<file path="src/rtl/ctrl_seq.sv">
// Multi-cycle control sequencer: fetches 9-bit instructions and drives ALU/regfile/memory enables.
// Latency: 2 cycles per instruction (FETCH, EXEC); LW/SW take 3 (extra MEM cycle).
// Backpressure: none; Start is honoured only in IDLE/HALT, branch_en is sampled in EXEC.
module ctrl_seq (
    input  logic       CLK,
    input  logic       Reset,
    input  logic       Start,
    input  logic [8:0] instr,
    input  logic       branch_en,
    output logic [7:0] pc,
    output logic [3:0] OP,
    output logic       reg_exe,
    output logic       imm_exe,
    output logic       reg_to_acc,
    output logic       acc_to_reg,
    output logic [3:0] reg_addr,
    output logic [7:0] imm_out,
    output logic       acc_we,
    output logic       reg_we,
    output logic       sc_we,
    output logic       mem_rd,
    output logic       mem_wr,
    output logic       done
);

    localparam logic [3:0] OP_ADD  = 4'd0;
    localparam logic [3:0] OP_SUB  = 4'd1;
    localparam logic [3:0] OP_BEQ  = 4'd2;
    localparam logic [3:0] OP_SL   = 4'd3;
    localparam logic [3:0] OP_SR   = 4'd4;
    localparam logic [3:0] OP_LW   = 4'd5;
    localparam logic [3:0] OP_SW   = 4'd6;
    localparam logic [3:0] OP_MOV  = 4'd7;
    localparam logic [3:0] OP_ASGN = 4'd8;
    localparam logic [3:0] OP_BGE  = 4'd9;
    localparam logic [3:0] OP_BNE  = 4'd10;
    localparam logic [3:0] OP_AND  = 4'd11;
    localparam logic [3:0] OP_OR   = 4'd12;
    localparam logic [3:0] OP_JMP  = 4'd13;
    localparam logic [3:0] OP_HALT = 4'd14;
    localparam logic [3:0] OP_NOP  = 4'd15;

    typedef enum logic [2:0] {
        S_IDLE,
        S_FETCH,
        S_EXEC,
        S_MEM,
        S_HALT
    } state_t;

    state_t     state_q, state_d;
    logic [7:0] pc_q, pc_d;
    logic [8:0] ir_q, ir_d;
    logic       acc_en, reg_en, sc_en, rd_en, wr_en;

    always_ff @(posedge CLK) begin
        if (Reset) begin
            state_q <= S_IDLE;
            pc_q    <= 8'd0;
            ir_q    <= 9'd0;
        end else begin
            state_q <= state_d;
            pc_q    <= pc_d;
            ir_q    <= ir_d;
        end
    end

    always_comb begin
        state_d = state_q;
        pc_d    = pc_q;
        ir_d    = ir_q;
        acc_en  = 1'b0;
        reg_en  = 1'b0;
        sc_en   = 1'b0;
        rd_en   = 1'b0;
        wr_en   = 1'b0;
        case (state_q)
            S_IDLE, S_HALT: begin
                if (Start) begin
                    pc_d    = 8'd0;
                    state_d = S_FETCH;
                end
            end
            S_FETCH: begin
                ir_d    = instr;
                state_d = S_EXEC;
            end
            S_EXEC: begin
                state_d = S_FETCH;
                pc_d    = pc_q + 8'd1;
                case (ir_q[8:5])
                    OP_ADD, OP_SUB, OP_SL, OP_SR: begin
                        acc_en = 1'b1;
                        sc_en  = 1'b1;
                    end
                    OP_AND, OP_OR, OP_ASGN: acc_en = 1'b1;
                    OP_MOV: begin
                        acc_en = ir_q[4];
                        reg_en = ~ir_q[4];
                    end
                    // branch_en = 1 skips the following instruction
                    OP_BEQ, OP_BGE, OP_BNE: pc_d = pc_q + (branch_en ? 8'd2 : 8'd1);
                    OP_JMP: pc_d = {ir_q[4:0], 3'b000};
                    OP_LW: begin
                        rd_en   = 1'b1;
                        pc_d    = pc_q;
                        state_d = S_MEM;
                    end
                    OP_SW: begin
                        wr_en   = 1'b1;
                        pc_d    = pc_q;
                        state_d = S_MEM;
                    end
                    OP_HALT: begin
                        pc_d    = pc_q;
                        state_d = S_HALT;
                    end
                    OP_NOP: ;
                    default: ;
                endcase
            end
            S_MEM: begin
                acc_en  = (ir_q[8:5] == OP_LW);
                pc_d    = pc_q + 8'd1;
                state_d = S_FETCH;
            end
            default: state_d = S_IDLE;
        endcase
    end

    // Enables are masked while Reset is high so no write can slip out around a reset
    assign acc_we = acc_en & ~Reset;
    assign reg_we = reg_en & ~Reset;
    assign sc_we  = sc_en  & ~Reset;
    assign mem_rd = rd_en  & ~Reset;
    assign mem_wr = wr_en  & ~Reset;

    assign pc         = pc_q;
    assign OP         = ir_q[8:5];
    assign reg_exe    = ir_q[4];
    assign imm_exe    = ~ir_q[4];
    assign reg_addr   = ir_q[3:0];
    assign imm_out    = {4'b0000, ir_q[3:0]};
    assign reg_to_acc = (ir_q[8:5] == OP_MOV) &  ir_q[4];
    assign acc_to_reg = (ir_q[8:5] == OP_MOV) & ~ir_q[4];
    assign done       = (state_q == S_HALT);

endmodule
</file>
<file path="config.mk">
export PLATFORM = sky130hd
export DESIGN_NAME = ctrl_seq
export DESIGN_NICKNAME = d
export VERILOG_FILES = /design/src/rtl/ctrl_seq.sv
export SDC_FILE = /design/constraint.sdc
export NUM_CORES = 1
export LEC_CHECK = 0
export CAP_MARGIN = 10
export CORE_UTILIZATION = 47
export DETAILED_ROUTE_END_ITERATION = 12
export PLACE_DENSITY = 0.8
export REMOVE_ABC_BUFFERS = 1
export SYNTH_ARGS = -nofsm -noshare
export SYNTH_HDL_FRONTEND = slang
export SYNTH_SLANG_ARGS = --single-unit
</file>
<file path="constraint.sdc">
create_clock -name CLK -period 2.3 [get_ports CLK]
set_input_delay 0.345 -clock CLK [delete_from_list [all_inputs] [get_ports CLK]]
set_output_delay 0.345 -clock CLK [all_outputs]
set_load 0.005 [all_outputs]
</file>
Word level (Yosys, flattened, before mapping)

Cells that the tools add are included.
W data, S select, Z words.

Flip-flop bits (word level): 20
Output and inout port bits: 34
Logic and storage cells: 61

Add/subtract/negate cells: 2
Equality and inequality tests: 20
Multiplexer cells: 17
Bitwise gates (word level): 9
Reductions and logical operators: 10

Operator list:

| cell                  | number |
|---|---|
| $pmux W8 S3           | 2 |
| $eq A4 B4 Y1 const B  | 7 |
| $eq A4 B3 Y1 const B  | 4 |
| $pmux W3 S4           | 1 |
| $add A8 B1 Y8 const B | 1 |
| $add A8 B2 Y8         | 1 |
| $eq A4 B2 Y1 const B  | 2 |
| $mux W1               | 8 |
| $mux W8               | 1 |
| $and A1 B1 Y1         | 7 |
| $reduce_or A7 Y1      | 1 |
| $eq A3 B2 Y1 const B  | 2 |
| $pmux W3 S2           | 1 |
| $reduce_or A3 Y1      | 2 |
| $eq A4 B1 Y1 const B  | 1 |
| $logic_not A4 Y1      | 1 |
| $ne A2 B2 Y1 const B  | 2 |
| $pmux W1 S2           | 2 |
| $reduce_or A2 Y1      | 2 |
| $reduce_or A4 Y1      | 1 |
| $eq A3 B1 Y1 const B  | 1 |
| $eq A3 B3 Y1 const B  | 1 |
| $logic_not A3 Y1      | 1 |
| $mux W3               | 1 |
| other kinds (4)       | 5 |

Depth between registers and ports, before layout

Depth after elaboration: 5
Mapped depth: 9
Depth with buffers taken out: 9

Worst setup path after synthesis

No wires, ideal clock.

Path type: in2reg
Start point: in branch_en
End point: reg pc_q[6] (netlist: pc[6])
Data arrival time: 1816 ps
Required time: 2231 ps
Setup slack: 415 ps
Stages: 9
Cells stage by stage: inv_1 -> ha_1 -> inv_1 -> fa_1 -> nand3b_1 -> or3_1 -> a21oi_1 -> a31oi_1 -> o21ai_1

Longest elaborated chain between the ends: 4

RTL lines:

| what                   | RTL line | source |
|---|---|---|
| start: declaration     | 9        | `input logic branch_en,` |
| $mux W2                | 102      | `OP_BEQ, OP_BGE, OP_BNE: pc_d = pc_q + (branch_en ? 8'd2 : 8'd1);` |
| $add A8 B2 Y8          | 102      |  |
| $pmux W8 S3            | 91       | `case (ir_q[8:5])` |
| $pmux W8 S3            | 77       | `case (state_q)` |
| end signal: assignment | 63       | `pc_q <= pc_d;` |
| end: declaration       | 52       | `logic [7:0] pc_q, pc_d;` |

Every way passes these cells.
A chain may end at the register's enable or synchronous reset.

Final worst setup path

Start point: in Reset
End point: out mem_rd

Longest elaborated chain between the ends: 2

RTL lines:

| what               | RTL line | source |
|---|---|---|
| start: declaration | 6        | `input logic Reset,` |
| $not A1 Y1         | 135      | `assign mem_rd = rd_en & ~Reset;` |
| $and A1 B1 Y1      | 135      |  |
| end: declaration   | 21       | `output logic mem_rd,` |

Every way passes these cells.

==> flow_metrics.py <==
metrics = {
    "run_status": {
        "outcome": "finished, final reports clean",
    },
    "pwr": {
        "p_leak_nw": 0.7794,
        "combinationalPowerShare": 0.221,
        "clkPwrFrac": 0.339,
        "power_density_nw_per_um2": 417.5,
        "swShare": 0.2603,
        "power.internal_uw": 635.7,
        "irDropWorstVdd_mv": 0.2189,
        "seq_power_share": 0.440,
        "p_sw_uw": 223.7,
        "p_total_uw": 859.4,
    },
    "clock_tree": {
        "clkSinkCount": 20,
        "clk_latency_ns": 0.31,
        "cts_hold_buffers": 0,
        "cts_buffers": 3,
        "cts_buffer_depth": 2,
        "cts_tree": "yes",
        "htreeDepth": 1,
        "cts_root_buf": "clkbuf_4",
        "clkSlewWorstSetupHoldPaths_ns": 0.11,
    },
    "synth": {
        "synth_area_leaders": "dfxtp_1 26%, nor2_1 5.6%, a21oi_1 5.2%",
        "yosys_warnings": 0,
        "synth_top_area_share": 0.2614,
        "seq_area_frac_synth": 0.2614,
        "synth_area_um2": 1531,
        "ys_top_cells_by_count": "23 x nor2_1, 20 x dfxtp_1, 17 x nand2_1, 16 x a21oi_1, 11 x inv_1",
        "netlist_instances": 201,
        "yosysTopAreaCell": "dfxtp_1",
        "ys_seq_elements": 20,
        "synth.most_common_cell": "nor2_1",
        "synth-async-reset-ratio": 0,
        "syn_area_per_cell_um2": 7.619,
        "ys_types": 53,
        "synth_edf_count": 0,
        "synth_ff_type": "dfxtp_1",
    },
    "layout": {
        "drive_gt1_frac": 0.1240,
        "fin_area_um2": 2058,
        "num_antenna_cells": 0,
        "nNetsFinal": 260,
        "area_growth_pct": 34.40,
        "final_util": 0.6687,
    },
    "place": {
        "portBuffers": 42,
        "place.detailed.hpwl_um": 2808,
        "place.gp.congestion": 0.8784,
        "placed_area_um2": 1957,
    },
    "drt": {
        "postRouteAntennaNets": 0,
        "wl_met2_um": 1820,
        "via_count": 1577,
        "first_iter_violations": 84,
        "top_layer": "met4",
        "post_drt_wl_per_cell_um": 13.62,
        "wl_met1_um": 1789,
        "firstDrtPassIters": 4,
        "viasPerCell": 5.514,
        "drc": 0,
        "drt_wl_total_um": 3894,
        "wl_met3_um": 226,
    },
    "worst_setup_path": {
        "worstPathRequired_ns": 1.96,
        "r2r_start": "pc[0]",
        "endpoint_kind": "output pin",
        "crit_arrival_ns": 1.83,
        "start_kind": "primary input",
        "crit_type": "primary input to output pin",
        "r2r_cells": 8,
        "crit_fanout": 3,
        "rr_endpoint": "pc[6]",
        "reg2reg_slack_ns": 0.39,
    },
    "timing": {
        "post-route-period-util": 0.9473,
        "min_period_ns": 2.179,
        "hold_violations": 0,
        "slew_viol_final": 0,
        "max-slew-margin-rel": 0.6589,
        "clock.fmax_ghz": 0.4589,
        "max_slew.worst_pin.slew_ns": 0.5116,
        "rsz0062_at_grt": "no",
        "skew_ns": 0.01140,
        "setup-violations-final": 0,
    },
    "global_routing": {
        "grt_max_degree": 19,
        "antenna_found_initial": 0,
        "grt_pass1_wl_um": 6382,
        "grt_use_total": 0.2409,
        "grt.overflow.total": 0,
        "grt_pass1_vias": 1338,
    },
    "die": {
        "boundaryPins": 47,
        "coreArea_um2": 3078,
        "die_width_um": 59.08,
        "die_area_um2": 3490,
        "num_rows": 20,
        "start_util": 0.4976,
        "die_y_um": 59.08,
    },
    "run": {
        "maxCapViolCount": 0,
    },
    "hold_path": {
        "hp-class": "register to register",
        "hold_path_depth": 2,
        "hp-start": "pc[6]",
        "min_to": "pc[6]",
    },
}
==> per-stage QoR <==
stage	hold WS [ns]	TNS (ns)	worst slack, ns	cells
floorplan	0.4141	0	0.4092	184
global placement	0.5092	-0.06894	-0.06894	280
detailed placement	0.5156	-0.1160	-0.1004	280
global route	0.5730	0	0.03060	286
CTS	0.5330	0	0.01036	284
finish	0.5311	0	0.1211	286
==> logic make-up after synthesis <==
kind of cell | synth area share
AOI/OAI and AO/OA | 0.2288
xor gates and xnor gates | 0.02859
adders and majority gates | 0.03758
buffers and inverters | 0.1160
DFF | 0.2614
muxes | 0.04575
other | 0.002449
and+or+nand+nor | 0.2794
==> registers in the layout, summed over array words and instances, names as in the netlist <==
signal	cells
ir_q	9
pc	8
state_q	3
==> repair_timing <==
| item | CTS | global route |
|---|---|---|
| setup buffers | 0 | 2 |
| hold endpoints to repair | 0 | 0 |
| endpoints found under the setup margin | 1 | 4 |
| gates resized for setup | 3 | 10 |
==> metal layers <==
layer / GRT usage / vias to the layer above
li1: - / 781
met1: 0.3414 / 737
met2: 0.3701 / 52
met3: 0.03930 / 7
met4: 0.08163 / 0
met5: 0 / -
==> power by group through the flow <==
stage               Clock [mW]  Combinational (mW)  Sequential, mW
floorplan                    0              0.0834           0.391
global placement             0               0.182           0.386
detailed placement           0               0.183           0.387
CTS                      0.297               0.185           0.379
global route             0.312               0.209           0.381
finish                   0.291               0.190           0.378
==> critical path: stages <==
cell and delay (ns):
clkdlybuf4s50_1 0.47, nor4b_2 0.25, nand2_1 0.13, nor2_1 0.13, clkdlybuf4s50_1 0.51
==> placed cells by master, fill, tap and decap left out, types with 5 or more instances in the layout <==
master           Yosys  layout
clkdlybuf4s50_1      0      40
nor2_1              23      22
nand2_1             17      17
a21oi_1             16      16
dfxtp_1             20      16
buf_4                9      12
inv_1               11      11
o21ai_0             10      10
mux2i_1              7       7
nand3_1              6       6
nor2b_1              5       5
==> area by class of cell <==
| class | count | area, um2 |
|---|---|---|
| Clock buffer | 3 | 22.52 |
| Clock inverter | 1 | 30.03 |
| Fill cell | 279 | 1020 |
| Inverter | 11 | 41.29 |
| Multi-Input combinational cell | 153 | 980.9 |
| Sequential cell | 20 | 412.9 |
| Tap cell | 44 | 55.05 |
| Timing Repair Buffer | 54 | 515.5 |
==> worst max path at each step <==
stage,from,to,depth (start not counted)
floorplan,branch_en,pc[6],9
global placement,branch_en,pc[6],10
detailed placement,branch_en,pc[6],10
CTS,Reset,reg_we,5
global route,Reset,mem_rd,5
finish,Reset,mem_rd,5
No activity file was read; power rests on OpenSTA's default activity.
